File: src/rtl/seg_display_arbiter.sv
`default_nettype none
// +----------------------------------------------------------------------------+
// | Module  : seg_display_arbiter                                              |
// | Purpose : Shares one 4-digit display between score, level/message overlays |
// |           and a game-over blink mode; output is saturated and registered.  |
// | Revision: 1.0 - initial release                                            |
// +----------------------------------------------------------------------------+
module seg_display_arbiter #(
  parameter int HOLD_CYCLES  = 80000000,
  parameter int BLINK_CYCLES = 20000000,
  parameter int MAX_VAL      = 9999
) (
  input  logic        clk,
  input  logic        reset,
  input  logic [13:0] score_val,
  input  logic [13:0] lvl_val,
  input  logic        lvl_req,
  input  logic [13:0] msg_val,
  input  logic        msg_req,
  input  logic        freeze,
  output logic [13:0] disp_num,
  output logic        disp_blank,
  output logic [1:0]  disp_src,
  output logic        lvl_ack,
  output logic        msg_ack
);

  localparam int c_hold_w  = $clog2(HOLD_CYCLES);
  localparam int c_blink_w = (BLINK_CYCLES > 1) ? $clog2(BLINK_CYCLES) : 1;
  localparam logic [c_hold_w-1:0]  c_hold_load  = c_hold_w'(HOLD_CYCLES - 1);
  localparam logic [c_blink_w-1:0] c_blink_load = c_blink_w'(BLINK_CYCLES - 1);
  localparam logic [13:0]          c_max_val    = 14'(MAX_VAL);

  typedef enum logic [1:0] {
    ST_SCORE = 2'd0,
    ST_LEVEL = 2'd1,
    ST_MSG   = 2'd2,
    ST_BLINK = 2'd3
  } state_t;

  state_t               r_state;
  logic [13:0]          r_disp_num;
  logic                 r_disp_blank;
  logic                 r_lvl_ack;
  logic                 r_msg_ack;
  logic                 r_lvl_pend;
  logic [13:0]          r_lvl_reg;
  logic [13:0]          r_msg_reg;
  logic [c_hold_w-1:0]  r_hold_cnt;
  logic [c_blink_w-1:0] r_blink_cnt;

  function automatic logic [13:0] sat(input logic [13:0] x);
    return (x > c_max_val) ? c_max_val : x;
  endfunction

  logic [13:0] w_score_sat;
  logic        w_hold_done;
  assign w_score_sat = sat(score_val);
  assign w_hold_done = (r_hold_cnt == '0);

  always_ff @(posedge clk) begin
    if (reset) begin
      r_state      <= ST_SCORE;
      r_disp_num   <= '0;
      r_disp_blank <= 1'b0;
      r_lvl_ack    <= 1'b0;
      r_msg_ack    <= 1'b0;
      r_lvl_pend   <= 1'b0;
      r_lvl_reg    <= '0;
      r_msg_reg    <= '0;
      r_hold_cnt   <= '0;
      r_blink_cnt  <= '0;
    end else begin
      r_lvl_ack <= 1'b0;
      r_msg_ack <= 1'b0;
      if (r_state != ST_BLINK) begin
        if (lvl_req) r_lvl_reg <= lvl_val;
        if (msg_req) r_msg_reg <= msg_val;
      end

      if (freeze) begin
        // Game over aborts any overlay and drops queued requests.
        r_state    <= ST_BLINK;
        r_disp_num <= w_score_sat;
        r_hold_cnt <= '0;
        r_lvl_pend <= 1'b0;
        if (r_state != ST_BLINK) begin
          r_disp_blank <= 1'b0;
          r_blink_cnt  <= c_blink_load;
        end else if (r_blink_cnt == '0) begin
          r_disp_blank <= ~r_disp_blank;
          r_blink_cnt  <= c_blink_load;
        end else begin
          r_blink_cnt <= r_blink_cnt - c_blink_w'(1);
        end
      end else begin
        r_disp_blank <= 1'b0;
        r_blink_cnt  <= '0;
        case (r_state)
          ST_SCORE: begin
            if (msg_req) begin
              r_state    <= ST_MSG;
              r_hold_cnt <= c_hold_load;
              r_msg_ack  <= 1'b1;
              r_disp_num <= sat(msg_val);
              if (lvl_req) r_lvl_pend <= 1'b1;
            end else if (lvl_req || r_lvl_pend) begin
              r_state    <= ST_LEVEL;
              r_hold_cnt <= c_hold_load;
              r_lvl_ack  <= 1'b1;
              r_lvl_pend <= 1'b0;
              r_disp_num <= lvl_req ? sat(lvl_val) : sat(r_lvl_reg);
            end else begin
              r_disp_num <= w_score_sat;
            end
          end
          ST_LEVEL: begin
            if (msg_req) begin
              // Preempted level overlay is dropped unless re-requested now.
              r_state    <= ST_MSG;
              r_hold_cnt <= c_hold_load;
              r_msg_ack  <= 1'b1;
              r_disp_num <= sat(msg_val);
              r_lvl_pend <= lvl_req;
            end else if (lvl_req) begin
              r_hold_cnt <= c_hold_load;
              r_lvl_ack  <= 1'b1;
              r_disp_num <= sat(lvl_val);
            end else if (w_hold_done) begin
              r_state    <= ST_SCORE;
              r_disp_num <= w_score_sat;
            end else begin
              r_hold_cnt <= r_hold_cnt - c_hold_w'(1);
              r_disp_num <= sat(r_lvl_reg);
            end
          end
          ST_MSG: begin
            if (lvl_req) r_lvl_pend <= 1'b1;
            if (msg_req) begin
              r_hold_cnt <= c_hold_load;
              r_msg_ack  <= 1'b1;
              r_disp_num <= sat(msg_val);
            end else if (w_hold_done) begin
              r_state    <= ST_SCORE;
              r_disp_num <= w_score_sat;
            end else begin
              r_hold_cnt <= r_hold_cnt - c_hold_w'(1);
              r_disp_num <= sat(r_msg_reg);
            end
          end
          default: begin
            r_state    <= ST_SCORE;
            r_disp_num <= w_score_sat;
          end
        endcase
      end
    end
  end

  assign disp_num   = r_disp_num;
  assign disp_blank = r_disp_blank;
  assign disp_src   = r_state;
  assign lvl_ack    = r_lvl_ack;
  assign msg_ack    = r_msg_ack;

endmodule
`default_nettype wire

File: config.mk
export PLATFORM = sky130hd
export DESIGN_NAME = seg_display_arbiter
export DESIGN_NICKNAME = d
export VERILOG_FILES = /design/src/rtl/seg_display_arbiter.sv
export SDC_FILE = /design/constraint.sdc
export NUM_CORES = 1
export LEC_CHECK = 0
export BUFFER_PORTS_ARGS = -buffer_cell sky130_fd_sc_hd__buf_2
export CAP_MARGIN = 5
export CORE_ASPECT_RATIO = 0.9
export CORE_UTILIZATION = 55
export CTS_BUF_LIST = sky130_fd_sc_hd__clkbuf_8
export CTS_CLUSTER_SIZE = 28
export DETAILED_ROUTE_END_ITERATION = 7
export GPL_ROUTABILITY_DRIVEN = 0
export HOLD_SLACK_MARGIN = 0.1
export PLACE_DENSITY = 0.83
export SLEW_MARGIN = 30
export SYNTH_ARGS = -nofsm -noshare
export SYNTH_HDL_FRONTEND = slang
export SYNTH_SLANG_ARGS = --single-unit
File: constraint.sdc
create_clock -name clk -period 2.1 [get_ports clk]
set_clock_uncertainty 0.1 [all_clocks]
set_input_delay 0.21 -clock clk [delete_from_list [all_inputs] [get_ports clk]]
set_output_delay 0.21 -clock clk [all_outputs]
set_load 0.01 [all_outputs]
* Word-level counts from Yosys, hierarchy flattened
Cells that the tools add are included.
Word-level totals: bits in registers 100, output and inout port bits 19, word-level logic and storage cells 88
Cells by class: add/subtract/negate cells 2, $lt $le $gt $ge 5, eq/ne operators 8, mux-type cells 43, bitwise operators 3, reduce and logical (&&, ||, !) cells 16
Operator list (count):
- 2-to-1 mux 14 bit | 14
- 2-to-1 mux 27 bit | 6
- one-hot mux 27 bit (3 select lines) | 1
- > comparator 14 bit (second input constant) | 5
- 2-to-1 mux 25 bit | 2
- one-hot mux 14 bit (3 select lines) | 1
- zero test 27 bit | 1
- subtractor 27 x 1 -> 27 bit (second input constant) | 1
- zero test 25 bit | 1
- subtractor 25 x 1 -> 25 bit (second input constant) | 1
- 2-to-1 mux 2 bit | 7
- 2-to-1 mux 1 bit | 9
- OR reduction 3 bit | 3
- inequality test 4 bit (second input constant) | 2
- inequality test 3 bit (second input constant) | 2
- one-hot mux 2 bit (3 select lines) | 1
- AND reduction 2 bit | 3
- AND reduction 3 bit | 2
- inequality test 2 bit (second input constant) | 2
- OR reduction 2 bit | 2
- OR reduction 4 bit | 1
- NOT 1 bit | 3
- one-hot mux 1 bit (3 select lines) | 1
- nonzero test 3 bit | 1
- other kinds (5) | 5

* Longest topological paths before layout
depth in word-level cells 7, gate-level depth with buffers 9

* Worst setup path before layout
OpenSTA, ideal clock, no wires.
path kind flip-flop to flip-flop, start point register r_state[0] (netlist: disp_src[0]), end point register r_hold_cnt[13], library setup time 0.119 ns, data arrival time 2.172 ns, setup slack -0.290 ns, cell stages (with the launch flop) 10, period minus slack after synthesis 2.390 ns, cell sequence dfxtp_1 inv_1 ha_1 nor4b_1 or2_2 clkbuf_1 nor2_1 clkbuf_1 nand2_1 o221a_2
On the way: word-level cells in the longest chain between the ends 3
RTL lines:
- start, declared | RTL line 41 | state_t r_state;
- start signal, assigned | RTL line 63 | r_state <= ST_SCORE;
- start signal, assigned | RTL line 83 | r_state <= ST_BLINK;
- start signal, assigned | RTL line 102 | r_state <= ST_MSG;
- == test 2 bit (tied with other cells) | RTL line 99 | case (r_state)
- nonzero test 3 bit (no line) / inequality test 3 bit (equally long branches)
- AND reduction 2 bit (no line)
- end signal, assigned | RTL line 103 | r_hold_cnt <= c_hold_load;
- end signal, assigned | RTL line 109 | r_hold_cnt <= c_hold_load;
- end signal, assigned | RTL line 121 | r_hold_cnt <= c_hold_load;
- end, declared | RTL line 49 | logic [c_hold_w-1:0] r_hold_cnt;
Several ways; a longest one is shown, not always the timed one. A chain may end at the register's enable or synchronous reset.

* Final worst setup path
start point register r_hold_cnt[10], end point register r_hold_cnt[2]
On the way: word-level cells in the longest chain between the ends 5
RTL lines:
- zero test 27 bit (*) | RTL line 59 | assign w_hold_done = (r_hold_cnt == '0);
- 2-to-1 mux 27 bit (*)
- 2-to-1 mux 27 bit (2 in series)
- one-hot mux 27 bit (3 select lines) (*)
Every way passes the cells marked *; elsewhere a longest branch is shown, timed or not.

==> summary.md <==
| Metric | Value |
|---|---|
| Post-synthesis register bit count | `100` |
| Most frequent cell after synthesis | `dfxtp_1` |
| PD cells | `740 nW/um^2` |
| Pre-CTS setup slack | `-304 ps` |
| Slew Limit Headroom | `0.519` |
| CP Class | `flip-flop to flip-flop` |
| Die Width | `112 um` |
| CTS max path bufs | `2` |
| DR iter-0 viols | `1160` |
| Port Buffers | `65` |
| Clock-pin slew on the worst setup and hold paths | `100 ps` |
| Fin Hold WS | `129 ps` |
| Failing checks | `negative setup slack` |
| Largest registers | `r_hold_cnt (27), r_blink_cnt (25)` |
| Number of global-route vias before repair | `between 7000 and 8000` |
| Critical path required time | `2260 ps` |
| First-pass GRT wire length | `37700 um` |
| Tot GR Track Use | `0.422` |
| Top post-synthesis cells by area | `dfxtp_1, a21oi_1, nand2_1` |
| Post-Syn Area | `6040 sq um` |
| Via count | `7984` |
| Seq/Total Area, Yosys | `0.331` |
| Post-Layout Inst Area | `between 8000 and 9000 sq um` |
| Top cell type's share of synthesized area | `0.331` |
| HP Class | `primary input to flip-flop` |
| Initial antenna violation count | `0` |
| Period utilization | `1.17` |
| Outcome | `finished, violations left` |
| Growth of design area from synthesis to finish | `42.7%` |
| Crit start category | `flip-flop` |
| CTS tree | `built` |
| EDFF count, synth | `0` |
| Total power | `6.38 mW` |
| Setup violators final | `43` |
| FF-to-FF setup slack | `-350 ps` |
| FP Rows | `35` |
| Detail Route Antenna Nets | `0` |
| Placed cell area | `7350 sq um` |
| Root Buffer Master | `clkbuf_8` |
| Final #Nets | `1025` |
| I/O Pins | `66` |
| Max reg flops | `27` |
| Clk sinks | `100` |
| Setup WS post-layout | `-350 ps` |
| Die ar. | `between 10000 and 15000 sq um` |
| Layout cell share with drive strength beyond 1 | `0.338` |
| Gate Count Post-Synth | `776` |
| First drt pass iteration count | `6` |
| Most flops, register | `r_hold_cnt` |
| Ant diodes | `0` |
| Remaining DRCs | `0` |
| Slew Limit Fails | `0` |
| Synth Area per Inst | `7.79 sq um` |
| Worst vdd ir | `385 uV` |
| Crit path max fanout | `13` |
| Max Clk Rate | `408 MHz` |
| Max-cap violations | `0` |
| Avg WL per Cell | `24.0 um` |
| Fin crit period | `about 2500 ps` |
| CTS Buf Count | `9` |
| Core area | `10500 sq um` |
| Post-synth top cells | `dfxtp_1, nand2_1, a21oi_1, nor2_1, clkbuf_1` |
| Syn Nets | `830` |
| Routed WL | `26600 um` |
| DIE HEIGHT | `101 um` |
| Vias per inst | `7.23` |
| Final Hold Viols | `0` |
| Global route overflow | `0` |
| RSZ-0062 raised after global routing | `true` |
| Lkg Pwr | `3.34 nW` |
| CP Capture Type | `flip-flop` |
| Initial Util | `0.577` |
| HPWL after DPL | `15100 um` |
| Least-Margin Pin Slew | `716 ps` |
| CTS H-tree lvls | `3` |
| Fin util | `0.824` |
| Main synth FF type | `dfxtp_1` |
| Largest net degree at the start of global routing | `51` |
| Area leader, netlist | `dfxtp_1` |
| Latest clock arrival within the worst-skew pair | `~380 ps` |
| WP data arrival | `2610 ps` |
| Yosys cell types | `70` |
| Async SR Flop Fraction | `0` |
| Syn. warnings | `0` |
==> metrics by stage <==
step,std cells,TNS [ps]
2_1_floorplan,776,-1880
3_3_place_gp,1038,-4600
3_5_place_dp,1038,-5580
4_1_cts,1097,-5160
5_1_grt,1105,-13000
6_report,1105,-9330
==> cell families (layout without fill, tap and decap cells) <==
group | after synthesis | count (layout) | share of synthesized area
AO/OA/AOI/OAI | 276 | 276 | 0.312
multiplexers | 3 | 3 | 0.00497
adder cells (fa/ha/maj) | 7 | 7 | 0.0145
AND/OR/NAND/NOR | 290 | 290 | 0.248
XOR/XNOR | 26 | 26 | 0.0377
buffers and inverters | 74 | 274 | 0.0509
flip-flops | 100 | 100 | 0.331
==> worst max-delay path: stages (launching register included) <==
cell      delay (ps)
dfxtp_2          330
or4_4            540
or3_4            440
buf_6            170
buf_6            170
o21ai_2          180
a31o_2           270
a311oi_1         120
==> layout by cell type, fill, tap and decap left out, types with 6 or more instances in the layout <==
cell,n
buf_4,114
dfxtp_1,94
nand2_1,85
a21oi_1,75
buf_2,65
nor2_1,49
dlygate4sd3_1,35
nor3_1,22
o21ai_0,20
or3_1,20
a31oi_1,20
buf_6,19
inv_1,18
a211oi_1,18
o211ai_1,17
xor2_1,16
nand2b_1,12
clkbuf_8,12
o221a_2,11
o21a_1,10
nand3_1,10
xnor2_1,10
nor4_1,9
nor2b_1,9
nand4_1,8
o2bb2ai_1,8
nor4_2,7
a21oi_2,7
o21ai_1,7
o31ai_1,7
o211a_1,6
==> power breakdown <==
part / internal [mW] / switching, mW / total, mW
combinational: 1.26 / 1.60 / 2.86
sequential: 2.02 / 0.120 / 2.14
clock: 0.656 / 0.715 / 1.37
==> timing repair <==
action / CTS / global route
hold buffers: 35 / 0
hold endpoints to repair: 36 / 0
setup buffers: 5 / 8
pin swaps: 21 / 32
setup endpoints to repair: 45 / 59
cloned: 3 / 0
gates resized for setup: 59 / 64
==> final timing paths <==
kind,cells after the start,start,endpoint
max,7,r_hold_cnt[10],r_hold_cnt[2]
max reg2reg,7,r_hold_cnt[10],r_hold_cnt[2]
min reg2reg,2,r_msg_reg[3],r_msg_reg[3]
min,2,msg_req,lvl_ack
==> routing by layer <==
layer / share of wire / global-route usage
met1: 0.33 / 0.473
met5: 0 / 0.0125
met3: 0.13 / 0.113
met4: 0.096 / 0.306
met2: 0.44 / 0.702
==> cell type report <==
| type | count | area (sq um) |
|---|---|---|
| Sequential cell | 100 | 2010 |
| Timing Repair Buffer | 239 | 1870 |
| Fill cell | 561 | 1850 |
| Tap cell | 129 | 161 |
| Inverter | 19 | 71.3 |
| Clock inverter | 4 | 55.1 |
| Clock buffer | 12 | 165 |
| Multi-Input combinational cell | 602 | 4290 |
Power figures use the tool's default switching activity.
